<file path="config.mk">
export PLATFORM = sky130hd
export DESIGN_NAME = adxl362_host_ctrl
export DESIGN_NICKNAME = d
export VERILOG_FILES = /design/src/rtl/adxl362_host_pkg.sv /design/src/rtl/adxl362_spi_byte_master.sv /design/src/rtl/adxl362_host_ctrl.sv
export SDC_FILE = /design/constraint.sdc
export NUM_CORES = 1
export LEC_CHECK = 0
export CORE_AREA = 2 2 97 192
export DETAILED_ROUTE_END_ITERATION = 6
export DIE_AREA = 0 0 99 194
export PLACE_DENSITY = 0.64
export SETUP_SLACK_MARGIN = 0.1
export SYNTH_ARGS = -nofsm -noshare
export SYNTH_HDL_FRONTEND = slang
export SYNTH_HIERARCHICAL = 1
export SYNTH_SLANG_ARGS = --single-unit
</file>
<file path="constraint.sdc">
create_clock -name clk -period 3.2 [get_ports clk]
set_input_delay 0.8 -clock clk [delete_from_list [all_inputs] [get_ports clk]]
set_output_delay 0.8 -clock clk [all_outputs]
set_load 0.05 [all_outputs]
</file>
<file path="src/rtl/adxl362_host_pkg.sv">
// Shared command codes, register map and state encodings for the ADXL362 host controller.
// Purely declarative: no logic, no latency, no flow control.
package adxl362_host_pkg;

    localparam logic [7:0] CMD_WRITE      = 8'h0A;
    localparam logic [7:0] CMD_READ       = 8'h0B;
    localparam logic [7:0] CMD_FIFO       = 8'h0D;

    localparam logic [7:0] XDATA_L        = 8'h0E;
    localparam logic [7:0] SOFT_RESET     = 8'h1F;
    localparam logic [7:0] INTMAP1        = 8'h2A;
    localparam logic [7:0] FILTER_CTL     = 8'h2C;
    localparam logic [7:0] POWER_CTL      = 8'h2D;

    localparam logic [7:0] SOFT_RESET_KEY = 8'h52;

    typedef enum logic [2:0] {
        ST_IDLE,
        ST_SOFT_RST,
        ST_RST_WAIT,
        ST_CFG,
        ST_WAIT_INT,
        ST_READ,
        ST_PUBLISH
    } state_t;

    typedef enum logic [1:0] {
        TX_IDLE,
        TX_SHIFT,
        TX_TAIL,
        TX_GAP
    } txn_t;

endpackage

</file>
<file path="src/rtl/adxl362_spi_byte_master.sv">
// SPI mode-0 byte shifter: one byte per start/done, 16*CLK_DIV clk per byte, MSB first.
// done is combinational on the last falling edge so a start in that cycle chains the next byte seamlessly.
module adxl362_spi_byte_master #(
    parameter int CLK_DIV = 8
) (
    input  logic       clk,
    input  logic       rst_n,
    input  logic       start,
    input  logic [7:0] tx_byte,
    output logic       done,
    output logic [7:0] rx_byte,
    output logic       sclk,
    output logic       mosi,
    input  logic       miso
);

    localparam logic [7:0] DIV_LAST = 8'(CLK_DIV - 1);

    logic       active;
    logic [7:0] div_cnt;
    logic [2:0] bit_cnt;
    logic [7:0] tx_sh;
    logic       edge_due;

    assign edge_due = active && (div_cnt == DIV_LAST);
    assign done     = edge_due && sclk && (bit_cnt == 3'd7);

    always_ff @(posedge clk or negedge rst_n) begin
        if (!rst_n) begin
            active  <= 1'b0;
            div_cnt <= '0;
            bit_cnt <= '0;
            tx_sh   <= '0;
            rx_byte <= '0;
            sclk    <= 1'b0;
            mosi    <= 1'b0;
        end else if (!active || done) begin
            div_cnt <= '0;
            sclk    <= 1'b0;
            if (start) begin
                active  <= 1'b1;
                tx_sh   <= tx_byte;
                mosi    <= tx_byte[7];
                bit_cnt <= '0;
            end else begin
                active  <= 1'b0;
                mosi    <= 1'b0;
            end
        end else if (edge_due) begin
            div_cnt <= '0;
            if (!sclk) begin
                // MISO is captured on the same clk edge that raises SCLK.
                sclk    <= 1'b1;
                rx_byte <= {rx_byte[6:0], miso};
            end else begin
                sclk    <= 1'b0;
                bit_cnt <= bit_cnt + 3'd1;
                tx_sh   <= {tx_sh[6:0], 1'b0};
                mosi    <= tx_sh[6];
            end
        end else begin
            div_cnt <= div_cnt + 8'd1;
        end
    end

endmodule

</file>
<file path="src/rtl/adxl362_host_ctrl.sv">
// ADXL362 host: soft-reset + 3 config writes, then one 8-byte burst read per INT1, publishing X/Y/Z with a 1-cycle strobe.
// Sole SPI master; no downstream backpressure, samples are overwritten if not consumed.
module adxl362_host_ctrl
    import adxl362_host_pkg::*;
#(
    parameter int         CLK_DIV        = 8,
    parameter int         CS_GAP         = 16,
    parameter logic [7:0] FILTER_CTL_VAL = 8'h13,
    parameter logic [7:0] INTMAP1_VAL    = 8'h01,
    parameter logic [7:0] POWER_CTL_VAL  = 8'h02
) (
    input  logic        clk,
    input  logic        rst_n,
    input  logic        enable,
    input  logic        int1,
    input  logic        MISO,
    output logic        SCLK,
    output logic        MOSI,
    output logic        nCS,
    output logic [11:0] xdata,
    output logic [11:0] ydata,
    output logic [11:0] zdata,
    output logic        sample_valid,
    output logic        init_done,
    output logic        busy,
    output logic [15:0] sample_count
);

    localparam logic [15:0] TAIL_LAST  = 16'(CLK_DIV - 1);
    localparam logic [15:0] GAP_LAST   = 16'(CS_GAP - 1);
    localparam logic [15:0] RST_WAIT_LAST = 16'(64 * CLK_DIV - 1);

    state_t      state, next_state;
    txn_t        ph;
    logic [15:0] cnt;
    logic [15:0] wait_cnt;
    logic [2:0]  byte_idx;
    logic [2:0]  tx_idx;
    logic [2:0]  last_idx;
    logic [1:0]  cfg_idx;
    logic [1:0]  int1_sync;
    logic [11:0] acc_x, acc_y, acc_z;
    logic [7:0]  wr_addr, wr_data;
    logic [7:0]  spi_tx, spi_rx;
    logic        spi_start, spi_done;
    logic        txn_go, txn_end, txn_done, is_read;

    assign is_read  = (state == ST_READ);
    assign last_idx = is_read ? 3'd7 : 3'd2;
    assign txn_end  = (ph == TX_TAIL) && (cnt == '0);
    assign txn_done = (ph == TX_GAP) && (cnt == '0);
    assign busy     = !nCS || (ph == TX_GAP);

    adxl362_spi_byte_master #(.CLK_DIV(CLK_DIV)) u_spi (
        .clk     (clk),
        .rst_n   (rst_n),
        .start   (spi_start),
        .tx_byte (spi_tx),
        .done    (spi_done),
        .rx_byte (spi_rx),
        .sclk    (SCLK),
        .mosi    (MOSI),
        .miso    (MISO)
    );

    always_ff @(posedge clk or negedge rst_n) begin
        if (!rst_n) state <= ST_IDLE;
        else        state <= next_state;
    end

    always_comb begin
        next_state = state;
        case (state)
            ST_IDLE:     if (enable && ph == TX_IDLE) next_state = ST_SOFT_RST;
            ST_SOFT_RST: if (txn_done) next_state = enable ? ST_RST_WAIT : ST_IDLE;
            ST_RST_WAIT: if (!enable) next_state = ST_IDLE;
                         else if (wait_cnt == '0) next_state = ST_CFG;
            ST_CFG:      if (txn_done) begin
                             if (!enable)             next_state = ST_IDLE;
                             else if (cfg_idx == 2'd2) next_state = ST_WAIT_INT;
                         end
            ST_WAIT_INT: if (!enable) next_state = ST_IDLE;
                         else if (int1_sync[1] && ph == TX_IDLE) next_state = ST_READ;
            ST_READ:     if (txn_end) next_state = ST_PUBLISH;
            ST_PUBLISH:  next_state = enable ? ST_WAIT_INT : ST_IDLE;
            default:     next_state = ST_IDLE;
        endcase
    end

    always_comb begin
        txn_go = (ph == TX_IDLE) &&
                 (state == ST_SOFT_RST || state == ST_CFG || state == ST_READ);
    end

    // Byte to present to the shifter: byte 0 on a fresh start, else the one after byte_idx.
    always_comb begin
        tx_idx  = (ph == TX_IDLE) ? 3'd0 : byte_idx + 3'd1;
        wr_addr = SOFT_RESET;
        wr_data = SOFT_RESET_KEY;
        if (state == ST_CFG) begin
            case (cfg_idx)
                2'd0:    begin wr_addr = FILTER_CTL; wr_data = FILTER_CTL_VAL; end
                2'd1:    begin wr_addr = INTMAP1;    wr_data = INTMAP1_VAL;    end
                default: begin wr_addr = POWER_CTL;  wr_data = POWER_CTL_VAL;  end
            endcase
        end
        case (tx_idx)
            3'd0:    spi_tx = is_read ? CMD_READ : CMD_WRITE;
            3'd1:    spi_tx = is_read ? XDATA_L : wr_addr;
            3'd2:    spi_tx = is_read ? 8'h00 : wr_data;
            default: spi_tx = 8'h00;
        endcase
        spi_start = ((ph == TX_IDLE) && txn_go) ||
                    ((ph == TX_SHIFT) && spi_done && (byte_idx != last_idx));
    end

    always_ff @(posedge clk or negedge rst_n) begin
        if (!rst_n) begin
            ph       <= TX_IDLE;
            nCS      <= 1'b1;
            cnt      <= '0;
            byte_idx <= '0;
            acc_x    <= '0;
            acc_y    <= '0;
            acc_z    <= '0;
        end else begin
            case (ph)
                TX_IDLE: if (txn_go) begin
                    ph       <= TX_SHIFT;
                    nCS      <= 1'b0;
                    byte_idx <= '0;
                end
                TX_SHIFT: if (spi_done) begin
                    if (is_read) begin
                        case (byte_idx)
                            3'd2:    acc_x[7:0]  <= spi_rx;
                            3'd3:    acc_x[11:8] <= spi_rx[3:0];
                            3'd4:    acc_y[7:0]  <= spi_rx;
                            3'd5:    acc_y[11:8] <= spi_rx[3:0];
                            3'd6:    acc_z[7:0]  <= spi_rx;
                            3'd7:    acc_z[11:8] <= spi_rx[3:0];
                            default: ;
                        endcase
                    end
                    if (byte_idx == last_idx) begin
                        ph  <= TX_TAIL;
                        cnt <= TAIL_LAST;
                    end else begin
                        byte_idx <= byte_idx + 3'd1;
                    end
                end
                TX_TAIL: if (cnt == '0) begin
                    ph  <= TX_GAP;
                    nCS <= 1'b1;
                    cnt <= GAP_LAST;
                end else begin
                    cnt <= cnt - 16'd1;
                end
                default: if (cnt == '0) ph <= TX_IDLE;
                         else           cnt <= cnt - 16'd1;
            endcase
        end
    end

    always_ff @(posedge clk or negedge rst_n) begin
        if (!rst_n) begin
            int1_sync    <= '0;
            wait_cnt     <= '0;
            cfg_idx      <= '0;
            init_done    <= 1'b0;
            xdata        <= '0;
            ydata        <= '0;
            zdata        <= '0;
            sample_valid <= 1'b0;
            sample_count <= '0;
        end else begin
            int1_sync    <= {int1_sync[0], int1};
            sample_valid <= 1'b0;

            if (state == ST_SOFT_RST && txn_done)          wait_cnt <= RST_WAIT_LAST;
            else if (state == ST_RST_WAIT && wait_cnt != '0) wait_cnt <= wait_cnt - 16'd1;

            if (state != ST_CFG) cfg_idx <= '0;
            else if (txn_done)   cfg_idx <= cfg_idx + 2'd1;

            if (next_state == ST_IDLE)
                init_done <= 1'b0;
            else if (state == ST_CFG && txn_done && cfg_idx == 2'd2)
                init_done <= 1'b1;

            // Publish as nCS rises so the strobe coincides with the new data.
            if (is_read && txn_end) begin
                xdata        <= acc_x;
                ydata        <= acc_y;
                zdata        <= acc_z;
                sample_valid <= 1'b1;
                sample_count <= sample_count + 16'd1;
            end
        end
    end

endmodule

</file>
==> metrics.yaml, run 1 <==
status:
  status: "finished, final reports clean"
synth:
  synth-edff-count: 0
  syn_avg_cell_area_um2: 10.3
  ys_types: 63
  synth-async-reset-ratio_pct: 100
  synth-seq-cells: 164
  synth_area_leaders: "dfrtp_1 52%, nand2_1 7.0%, mux2_2 6.4%"
  synth_area_um2: 7860
  synth_top_area_share_pct: 51.9
  synth_ff_type: "dfrtp_1"
  yosys.area.top_type: "dfrtp_1"
  syn_nets: 791
  syn_inst: 765
  yosysWarnings: 6
  seq_area_frac_synth_pct: 52.2
final_layout:
  num_antenna_cells: 0
  final_common_cell: "dfrtp_1"
  fin_nets: 859
  drive_gt1_share_pct: 13.5
  areaGrowthSynthToFinish_pct: 19.4
  fin_util_pct: 53.1
  fill_cells: 1602
  final_cell_mix: "163 x dfrtp_1, 146 x nand2_1, 61 x clkdlybuf4s50_1, 45 x mux2_2, 37 x inv_1"
timing:
  rsz0062_at_grt: "no"
  period_minus_slack_ps: 2930
  fmax_ghz: 0.341
  slew_headroom_pct: 49.2
  final-max-slew-violation-count: 0
  fin_skew_ps: 8.47
  setup_viol: 0
  finalSetupTns_ps: 0
  hold_viol: 0
  tightest_slew_ps: 755
  finalCritPeriodShare_pct: 91.5
global_routing:
  track_usage_pct: 19.6
  grt_start_max_net_pins: 56
  grt_pass1_wl_mm: 29.9
  met1_usage_pct: 19.7
  busiest_layer: "met2"
  grt_use_met2_pct: 36.9
  overflow: 0
  grt_use_met3_pct: 3.50
  antenna_found_initial: 0
  grt_pass1_vias: 6093
clock_network:
  cts.sinks: 164
  cts_buffers: 17
  clkLatencyLatePin_ps: 430
  clk_pin_slew_ps: 60
  cts_buffer_depth: 2
  htree_levels: 4
  cts_hold_buf: 0
  cts_tree: "done"
  cts_setup_buffers: 0
  clk_root_buffer_cell: "clkbuf_16"
detailed_routing:
  wl_per_cell_um: 17.0
  vias: 5911
  wirelength_mm: 18.0
  drc_errors: 0
  drt_iter0_drc: 352
  viasPerCell: 5.58
  ant_nets: 0
  drtPass1Iterations: 5
setup_path:
  critPathKind: "reg2reg"
  rr_endpoint: "cnt[9]$_DFFE_PN0P_"
  rr_worst_depth: 10
  r2r_slack_ps: 270
  reg2reg_from: "u_spi/div_cnt[0]$_DFF_PN0_"
  cp-end-kind: "flop"
  arrival_ps: 3280
  cp_max_fo: 22
  startpoint_type: "flop"
  worstPathRequired_ps: 3550
power:
  p_switching_uw: 2480
  internal-power_uw: 4420
  p_leak_uw: 0.00448
  clkPwrFrac_pct: 29.6
  switching_share_pct: 36.0
  ir_drop_v: 0.000606
  comb_power_share_pct: 29.9
  seq_power_share_pct: 40.6
  power.density_nw_per_um2: 735
die:
  die_w_um: 99
  die_h_um: 194
  boundaryPins: 63
  start_util_pct: 44.4
  rows: 69
  fp.dieArea_um2: 19200
  core_um2: 17700
flow_run:
  maxCapViolCount: 0
worst_hold_path:
  hold_path.class: "in2async"
placed_design:
  gp_congestion: 0.853
  portBuffers: 62
  hpwlAfterDp_mm: 13.5
-- per-stage QoR --
step / instances / hold slack, ps / cell area, um^2 / setup WS (ps) / power [uW]
after floorplan: 765 / 331 / 7860 / 226 / 4220
after global placement: 1027 / 343 / 8790 / 359 / 4750
after global routing: 1059 / 303 / 9390 / 94.4 / 7330
final: 1059 / 287 / 9390 / 272 / 6900
after detailed placement: 1027 / 337 / 8790 / 262 / 4870
after CTS: 1059 / 289 / 9390 / 231 / 6950
-- registers in the layout (all words and copies together) (netlist names), 2 cells and up --
signal and count:
acc_y 12, byte_idx 3, u_spi/bit_cnt 3, ph 2
sample_count 16, cfg_idx 2, state 3, int1_sync 2
acc_z 12, zdata 12, xdata 12, cnt 16
wait_cnt 16, u_spi/tx_sh 7, u_spi/rx_byte 8, acc_x 12
u_spi/div_cnt 8, ydata 12
-- critical path: stages, from the launching register on --
cell and delay, ps:
dfrtp_1 390, ha_2 260, and4b_2 280, nand2_1 120, nor3_1 170, buf_4 180, nand3b_1 90, or3_4 350
a22o_4 310, or4_1 530, a21oi_1 170
-- cell type report --
type | instances | area (um^2) | share of cell area [%]
sequential | 164 | 4110 | 43.7
multi-input combinational | 533 | 3490 | 37.2
timing repair buffer | 80 | 795 | 8.46
clock buffer | 17 | 425 | 4.53
tap | 213 | 267 | 2.84
clock inverter | 15 | 170 | 1.81
inverter | 37 | 139 | 1.48
-- power groups by stage --
stage	registers [uW]	clock network (uW)	logic [uW]
floorplan	2760	0	1460
global placement	2800	0	1950
detailed placement	2830	0	2050
CTS	2790	2100	2050
global route	2850	2190	2300
finish	2800	2040	2060
-- cells in the mapped netlist (15+ instances only) --
library cell and instances:
inv_1 37, nor2_1 35, nand3_1 22, nand2_1 146, clkbuf_1 24, nor3_1 15, o21ai_0 20, dfrtp_1 163
mux2_2 45, a21oi_1 27, ha_1 21, xor2_1 22, xnor2_1 16
-- how the worst max path moves through the flow --
stage,start,slack (ps),to,cells past startpoint
2_1_floorplan,u_spi/sclk$_DFFE_PN0P_,230,cnt[4]$_DFFE_PN0P_,9
4_1_cts,u_spi/div_cnt[0]$_DFF_PN0_,230,cnt[9]$_DFFE_PN0P_,10
3_3_place_gp,u_spi/div_cnt[0]$_DFF_PN0_,360,cnt[8]$_DFFE_PN0P_,10
6_report,u_spi/div_cnt[0]$_DFF_PN0_,270,cnt[9]$_DFFE_PN0P_,10
5_1_grt,u_spi/div_cnt[0]$_DFF_PN0_,90,cnt[1]$_DFFE_PN0P_,11
3_5_place_dp,u_spi/div_cnt[0]$_DFF_PN0_,260,cnt[2]$_DFFE_PN0P_,11
-- per-layer routing --
metal	vias to the layer above	share of wire (%)
met5	-	0
met4	0	4.5
met3	56	2.9
met2	148	57
met1	2908	36
li1	2799	-
-- logic make-up after synthesis --
group           share of synthesized area, %
flops                                   52.2
mux                                     7.34
xor+xnor                                4.23
simple gates                            20.8
other cells                           0.0477
fa+ha+maj                               3.34
compound gates                          8.50
buf+inv                                 3.52
-- timing repair --
| action | 4_1_cts | 5_1_grt |
|---|---|---|
| resized for setup | 0 | 3 |
| endpoints found under the hold margin | 0 | 0 |
| endpoints found under the setup margin | 0 | 15 |
Power figures use the tool's default switching activity.
==> run 2, diff against run 1 <==
- CORE_AREA: 2 2 97 192 -> 2 2 86 170
- DIE_AREA: 0 0 99 194 -> 0 0 88 172
- PLACE_DENSITY: 0.64 -> 0.79
- SKIP_CTS_REPAIR_TIMING: not set -> 1
- TNS_END_PERCENT: not set -> 5
==> metrics.yaml, run 2 (synthesis results as in run 1) <==
detailed_routing:
  drtPass1Iterations: 5  # unchanged
  vias: 5970  # +1.0%
  wirelength_mm: 17.3  # -4.2%
  ant_nets: 0  # unchanged
  viasPerCell: 5.79  # +3.7%
  wl_per_cell_um: 16.8  # -1.6%
  drt_iter0_drc: 397  # +13%
  drc_errors: 0  # unchanged
setup_path:
  arrival_ps: 3260  # -20 ps
  crit_family: "simple AND/OR/NAND/NOR gates"
  critPathKind: "reg2reg"
  cp-end-kind: "flop"
  startpoint_type: "flop"
  path_cells: "ha_4 -> and4b_2 -> nand2_1 -> nor3_2 -> buf_4 -> nand3b_1 -> or3_4 -> a22o_4 -> or4_1 -> a21oi_1"
  endpoint: "cnt[5]$_DFFE_PN0P_"
  r2r_slack_ps: 290  # about the same
  rr_worst_depth: 10  # unchanged
  cp_max_fo: 27  # +23%
  worst_path_max_delay_cell: "or4_1"
  worstPathRequired_ps: 3540  # about the same
  reg2reg_from: "u_spi/div_cnt[0]$_DFF_PN0_"
  rr_endpoint: "cnt[5]$_DFFE_PN0P_"
  crit_buf_inv: 1  # unchanged
  worstSetupStartpoint: "u_spi/div_cnt[0]$_DFF_PN0_"
  cp.depth: 10  # unchanged
  slowest_delay_ps: 530  # about the same
timing:
  final-max-slew-violation-count: 0  # unchanged
  setup_viol: 0  # unchanged
  period_minus_slack_ps: 2910  # -14.2 ps
  hold_viol: 0  # unchanged
  fmax_ghz: 0.343  # +0.49%
  slew_headroom_pct: 56.2  # +7.0 points
  fin_skew_ps: 10.1  # +1.63 ps
  tightest_slew_ps: 640  # -114 ps
  finalCritPeriodShare_pct: 91.1  # -0.44 points
  rsz0062_at_grt: "no"
  finalSetupTns_ps: 0  # unchanged
clock_network:
  htree_levels: 4  # unchanged
  clk_root_buffer_cell: "clkbuf_16"
  clk_pin_slew_ps: 70  # about the same
  cts_buffers: 17  # unchanged
  cts.sinks: 164  # unchanged
  cts_buffer_depth: 2  # unchanged
  cts_tree: "done"
  clkLatencyLatePin_ps: 420  # about the same
placed_design:
  gp_congestion: 0.883  # +3.6%
  dp_cells: 999  # -2.7%
  portBuffers: 62  # unchanged
  hpwlAfterDp_mm: 12.4  # -8.2%
final_layout:
  fill_cells: 1033  # -36%
  num_antenna_cells: 0  # unchanged
  fin_nets: 855  # -0.47%
  areaGrowthSynthToFinish_pct: 18.8
  reg.largest.list: "cnt x16, sample_count x16, wait_cnt x16"
  final_cell_mix: "163 x dfrtp_1, 146 x nand2_1, 61 x clkdlybuf4s50_1, 45 x mux2_2, 37 x inv_1"
  final_common_cell: "dfrtp_1"
  instances_no_fill: 1031  # -2.6%
  drive_gt1_share_pct: 13.1  # -0.41 points
global_routing:
  track_usage_pct: 24.6  # +5.0 points
  grt_pass1_wl_mm: 29.1  # -2.5%
  overflow: 0  # unchanged
  antenna_found_initial: 0  # unchanged
  grt_pass1_vias: 6069  # -0.39%
  grt_start_max_net_pins: 55  # -1.8%
die:
  die_h_um: 172  # -11%
  boundaryPins: 63  # unchanged
  die_w_um: 88  # -11%
  core_um2: 13800  # -22%
  rows: 61  # -12%
  start_util_pct: 56.9  # +12 points
  fp.dieArea_um2: 15100  # -21%
status:
  status: "finished, final reports clean"
power:
  p_leak_uw: 0.00446  # -0.44%
  ir_drop_v: 0.000572  # -5.6%
  power.density_nw_per_um2: 735  # about the same
flow_run:
  maxCapViolCount: 0  # unchanged
worst_hold_path:
  hold_path.class: "in2async"
==> run 2: cell types whose count changed in the layout (fill, tap and decap cells not counted), moves of 2 or more <==
cell	delta
clkinv_4	-2
inv_8	+5
inv_6	-3
bufinv_16	-2
buf_4	-6
clkinv_8	+2
==> run 2: worst min path at each step <==
| stage | startpoint | cells after the start | to | slack [ps] |
|---|---|---|---|---|
| after CTS | rst_n | 1 | u_spi/tx_sh[2]$_DFFE_PN0P_ | 330 |
| after global placement | int1_sync[0]$_DFF_PN0_ | 0 | int1_sync[1]$_DFF_PN0_ | 340 |
| final | rst_n | 1 | u_spi/tx_sh[2]$_DFFE_PN0P_ | 330 |
| after global routing | rst_n | 1 | u_spi/tx_sh[2]$_DFFE_PN0P_ | 350 |
| after detailed placement | int1_sync[0]$_DFF_PN0_ | 0 | int1_sync[1]$_DFF_PN0_ | 350 |
| after floorplan | int1_sync[0]$_DFF_PN0_ | 0 | int1_sync[1]$_DFF_PN0_ | 330 |
==> run 2: per-layer routing <==
layer | global-route usage (%) | vias to the layer above | wire length (um)
li1 | - | 2783 | -
met1 | 26.9 | 2965 | 6400
met2 | 45.2 | 180 | 9870
met3 | 3.91 | 42 | 535
met4 | 11.3 | 0 | 466
met5 | 0 | - | 0
==> run 2: layout make-up <==
class / count / area (um^2) / share of cell area (%)
sequential: 164 / 4110 / 43.9
multi-input combinational: 533 / 3500 / 37.4
timing repair buffer: 76 / 781 / 8.36
clock buffer: 17 / 425 / 4.55
tap: 189 / 236 / 2.53
clock inverter: 15 / 158 / 1.69
inverter: 37 / 139 / 1.49
==> run 2: metrics by stage <==
step                util, %  total power (uW)  hold slack [ps]  setup WS, ps  cell area, um^2
floorplan                 -              4220              331           226             7860
global placement       63.2              4680              336           224             8740
detailed placement     63.2              4820              352           141             8740
CTS                    67.5              6850              334           120             9320
global route           67.6              7240              355           111             9340
finish                 67.6              6860              331           286             9340
==> run 2: report_power, final <==
part	switching [uW]	leakage, uW	internal (uW)	total [uW]
Combinational	1200	0.00198	853	2050
Clock	952	0.000283	1050	2000
Sequential	418	0.00220	2390	2810
Total	2570	0.00446	4290	6860
==> run 3, diff against run 2 <==
- CELL_PAD_IN_SITES_DETAIL_PLACEMENT: not set -> 0
- CELL_PAD_IN_SITES_GLOBAL_PLACEMENT: not set -> 1
- CORE_AREA: 2 2 86 170 -> 2 2 96 190
- DIE_AREA: 0 0 88 172 -> 0 0 98 192
- PLACE_DENSITY: 0.79 -> not set
- PLACE_DENSITY_LB_ADDON: not set -> 0.1
==> metrics.yaml, run 3 (synthesis results as in run 1) <==
die:
  rows: 68  # +11%
  die_w_um: 98  # +11%
  boundaryPins: 63  # unchanged
  fp.dieArea_um2: 18800  # +24%
  die_h_um: 192  # +12%
  core_um2: 17300  # +25%
  start_util_pct: 45.5  # -11 points
placed_design:
  hpwlAfterDp_mm: 13.3  # +7.2%
  dp_cells: 1022  # +2.3%
  gp_congestion: 0.825  # -6.6%
  portBuffers: 62  # unchanged
timing:
  setup_viol: 0  # unchanged
  slew_headroom_pct: 49.9  # -6.3 points
  fmax_ghz: 0.345  # +0.46%
  finalSetupTns_ps: 0  # unchanged
  period_minus_slack_ps: 2900  # -13.2 ps
  fin_skew_ps: 10.4  # +0.339 ps
  hold_viol: 0  # unchanged
  tightest_slew_ps: 745  # +104 ps
  final-max-slew-violation-count: 0  # unchanged
  rsz0062_at_grt: "no"
  finalCritPeriodShare_pct: 90.7  # -0.41 points
setup_path:
  startpoint_type: "flop"
  reg2reg_from: "u_spi/div_cnt[0]$_DFF_PN0_"
  rr_endpoint: "cnt[9]$_DFFE_PN0P_"
  crit_family: "simple AND/OR/NAND/NOR gates"
  crit_buf_inv: 1  # unchanged
  path_cells: "ha_4 -> and4b_2 -> nand2_1 -> nor3_2 -> buf_4 -> nand3b_1 -> or3_4 -> a22o_4 -> or4_1 -> a21oi_1"
  r2r_slack_ps: 300  # about the same
  arrival_ps: 3250  # about the same
  critPathKind: "reg2reg"
  worst_path_max_delay_cell: "or4_1"
  cp_max_fo: 14  # -48%
  cp-end-kind: "flop"
  rr_worst_depth: 10  # unchanged
  slowest_delay_ps: 520  # about the same
  worstPathRequired_ps: 3550  # about the same
status:
  status: "finished, final reports clean"
global_routing:
  antenna_found_initial: 0  # unchanged
  overflow: 0  # unchanged
  grt_start_max_net_pins: 54  # -1.8%
  grt_pass1_wl_mm: 30.5  # +5.0%
  track_usage_pct: 20.4  # -4.2 points
  grt_pass1_vias: 6123  # +0.89%
detailed_routing:
  drc_errors: 0  # unchanged
  wl_per_cell_um: 17.3  # +3.2%
  vias: 5830  # -2.3%
  ant_nets: 0  # unchanged
  drt_iter0_drc: 265  # -33%
  drtPass1Iterations: 4  # -1
  wirelength_mm: 18.2  # +5.6%
  viasPerCell: 5.53  # -4.6%
clock_network:
  clkLatencyLatePin_ps: 420  # about the same
  clk_root_buffer_cell: "clkbuf_16"
  cts_tree: "done"
  cts.sinks: 164  # unchanged
  htree_levels: 4  # unchanged
  clk_pin_slew_ps: 70  # about the same
  cts_buffer_depth: 2  # unchanged
  cts_buffers: 17  # unchanged
power:
  ir_drop_v: 0.000490  # -14%
  p_leak_uw: 0.00445  # -0.31%
  power.density_nw_per_um2: 728  # -0.84%
final_layout:
  reg.largest.list: "cnt x16, sample_count x16, wait_cnt x16"
  final_cell_mix: "163 x dfrtp_1, 146 x nand2_1, 61 x clkdlybuf4s50_1, 45 x mux2_2, 37 x inv_1"
  instances_no_fill: 1055  # +2.3%
  areaGrowthSynthToFinish_pct: 18.8  # about the same
  final_common_cell: "dfrtp_1"
  drive_gt1_share_pct: 13.1  # +0.072 points
  num_antenna_cells: 0  # unchanged
  fin_nets: 858  # +0.35%
  fill_cells: 1592  # +54%
flow_run:
  maxCapViolCount: 0  # unchanged
worst_hold_path:
  hold_path.class: "in2async"
-- run 3: cell count changes in the layout (fill, tap and decap cells not counted), moves of 2 or more --
cell,change
inv_8,-6
buf_4,+4
inv_6,+3
buf_12,-2
clkbuf_1,+2
clkinv_2,+2
clkinv_8,-2
-- run 3: area by class of cell --
class                   count  area [um^2]  area share [%]
repair buffers             78          771            8.25
well taps                 210          263            2.81
inverters                  37          139            1.49
multi-input cells         534         3510            37.6
flip-flops and latches    164         4110            43.9
clock inverters            13          123            1.31
clock buffers              19          433            4.63
-- run 3: how the worst max path moves through the flow --
stage	start	endpoint	slack [ps]	depth (start not counted)
global placement	u_spi/div_cnt[0]$_DFF_PN0_	cnt[8]$_DFFE_PN0P_	160	11
finish	u_spi/div_cnt[0]$_DFF_PN0_	cnt[9]$_DFFE_PN0P_	300	10
detailed placement	u_spi/div_cnt[0]$_DFF_PN0_	cnt[5]$_DFFE_PN0P_	80	11
global route	u_spi/div_cnt[0]$_DFF_PN0_	cnt[7]$_DFFE_PN0P_	130	10
floorplan	u_spi/sclk$_DFFE_PN0P_	cnt[4]$_DFFE_PN0P_	230	9
CTS	u_spi/div_cnt[0]$_DFF_PN0_	cnt[15]$_DFFE_PN0P_	50	11
-- run 3: metal layers --
| metal | GRT usage [%] | up-vias | part of all wire, % |
|---|---|---|---|
| met5 | 0 | - | 0 |
| met4 | 10.1 | 0 | 4.0 |
| met3 | 3.35 | 35 | 1.9 |
| met2 | 38.3 | 93 | 56 |
| met1 | 21.6 | 2926 | 38 |
| li1 | - | 2776 | - |
-- run 3: power breakdown --
part	switching [uW]	total [uW]	internal, uW
combinational	1200	2060	857
sequential	418	2810	2390
clock	850	1930	1080
-- run 3: metrics by stage --
step | hold slack (ps) | instance area, um^2 | utilization, % | worst slack [ps] | power, uW
after global placement | 336 | 8750 | 50.7 | 157 | 4770
after detailed placement | 340 | 8750 | 50.7 | 78.8 | 4840
final | 329 | 9340 | 54.1 | 299 | 6800
after floorplan | 331 | 7860 | - | 226 | 4220
after CTS | 332 | 9310 | 53.9 | 52.5 | 6820
after global routing | 354 | 9340 | 54.1 | 127 | 7230
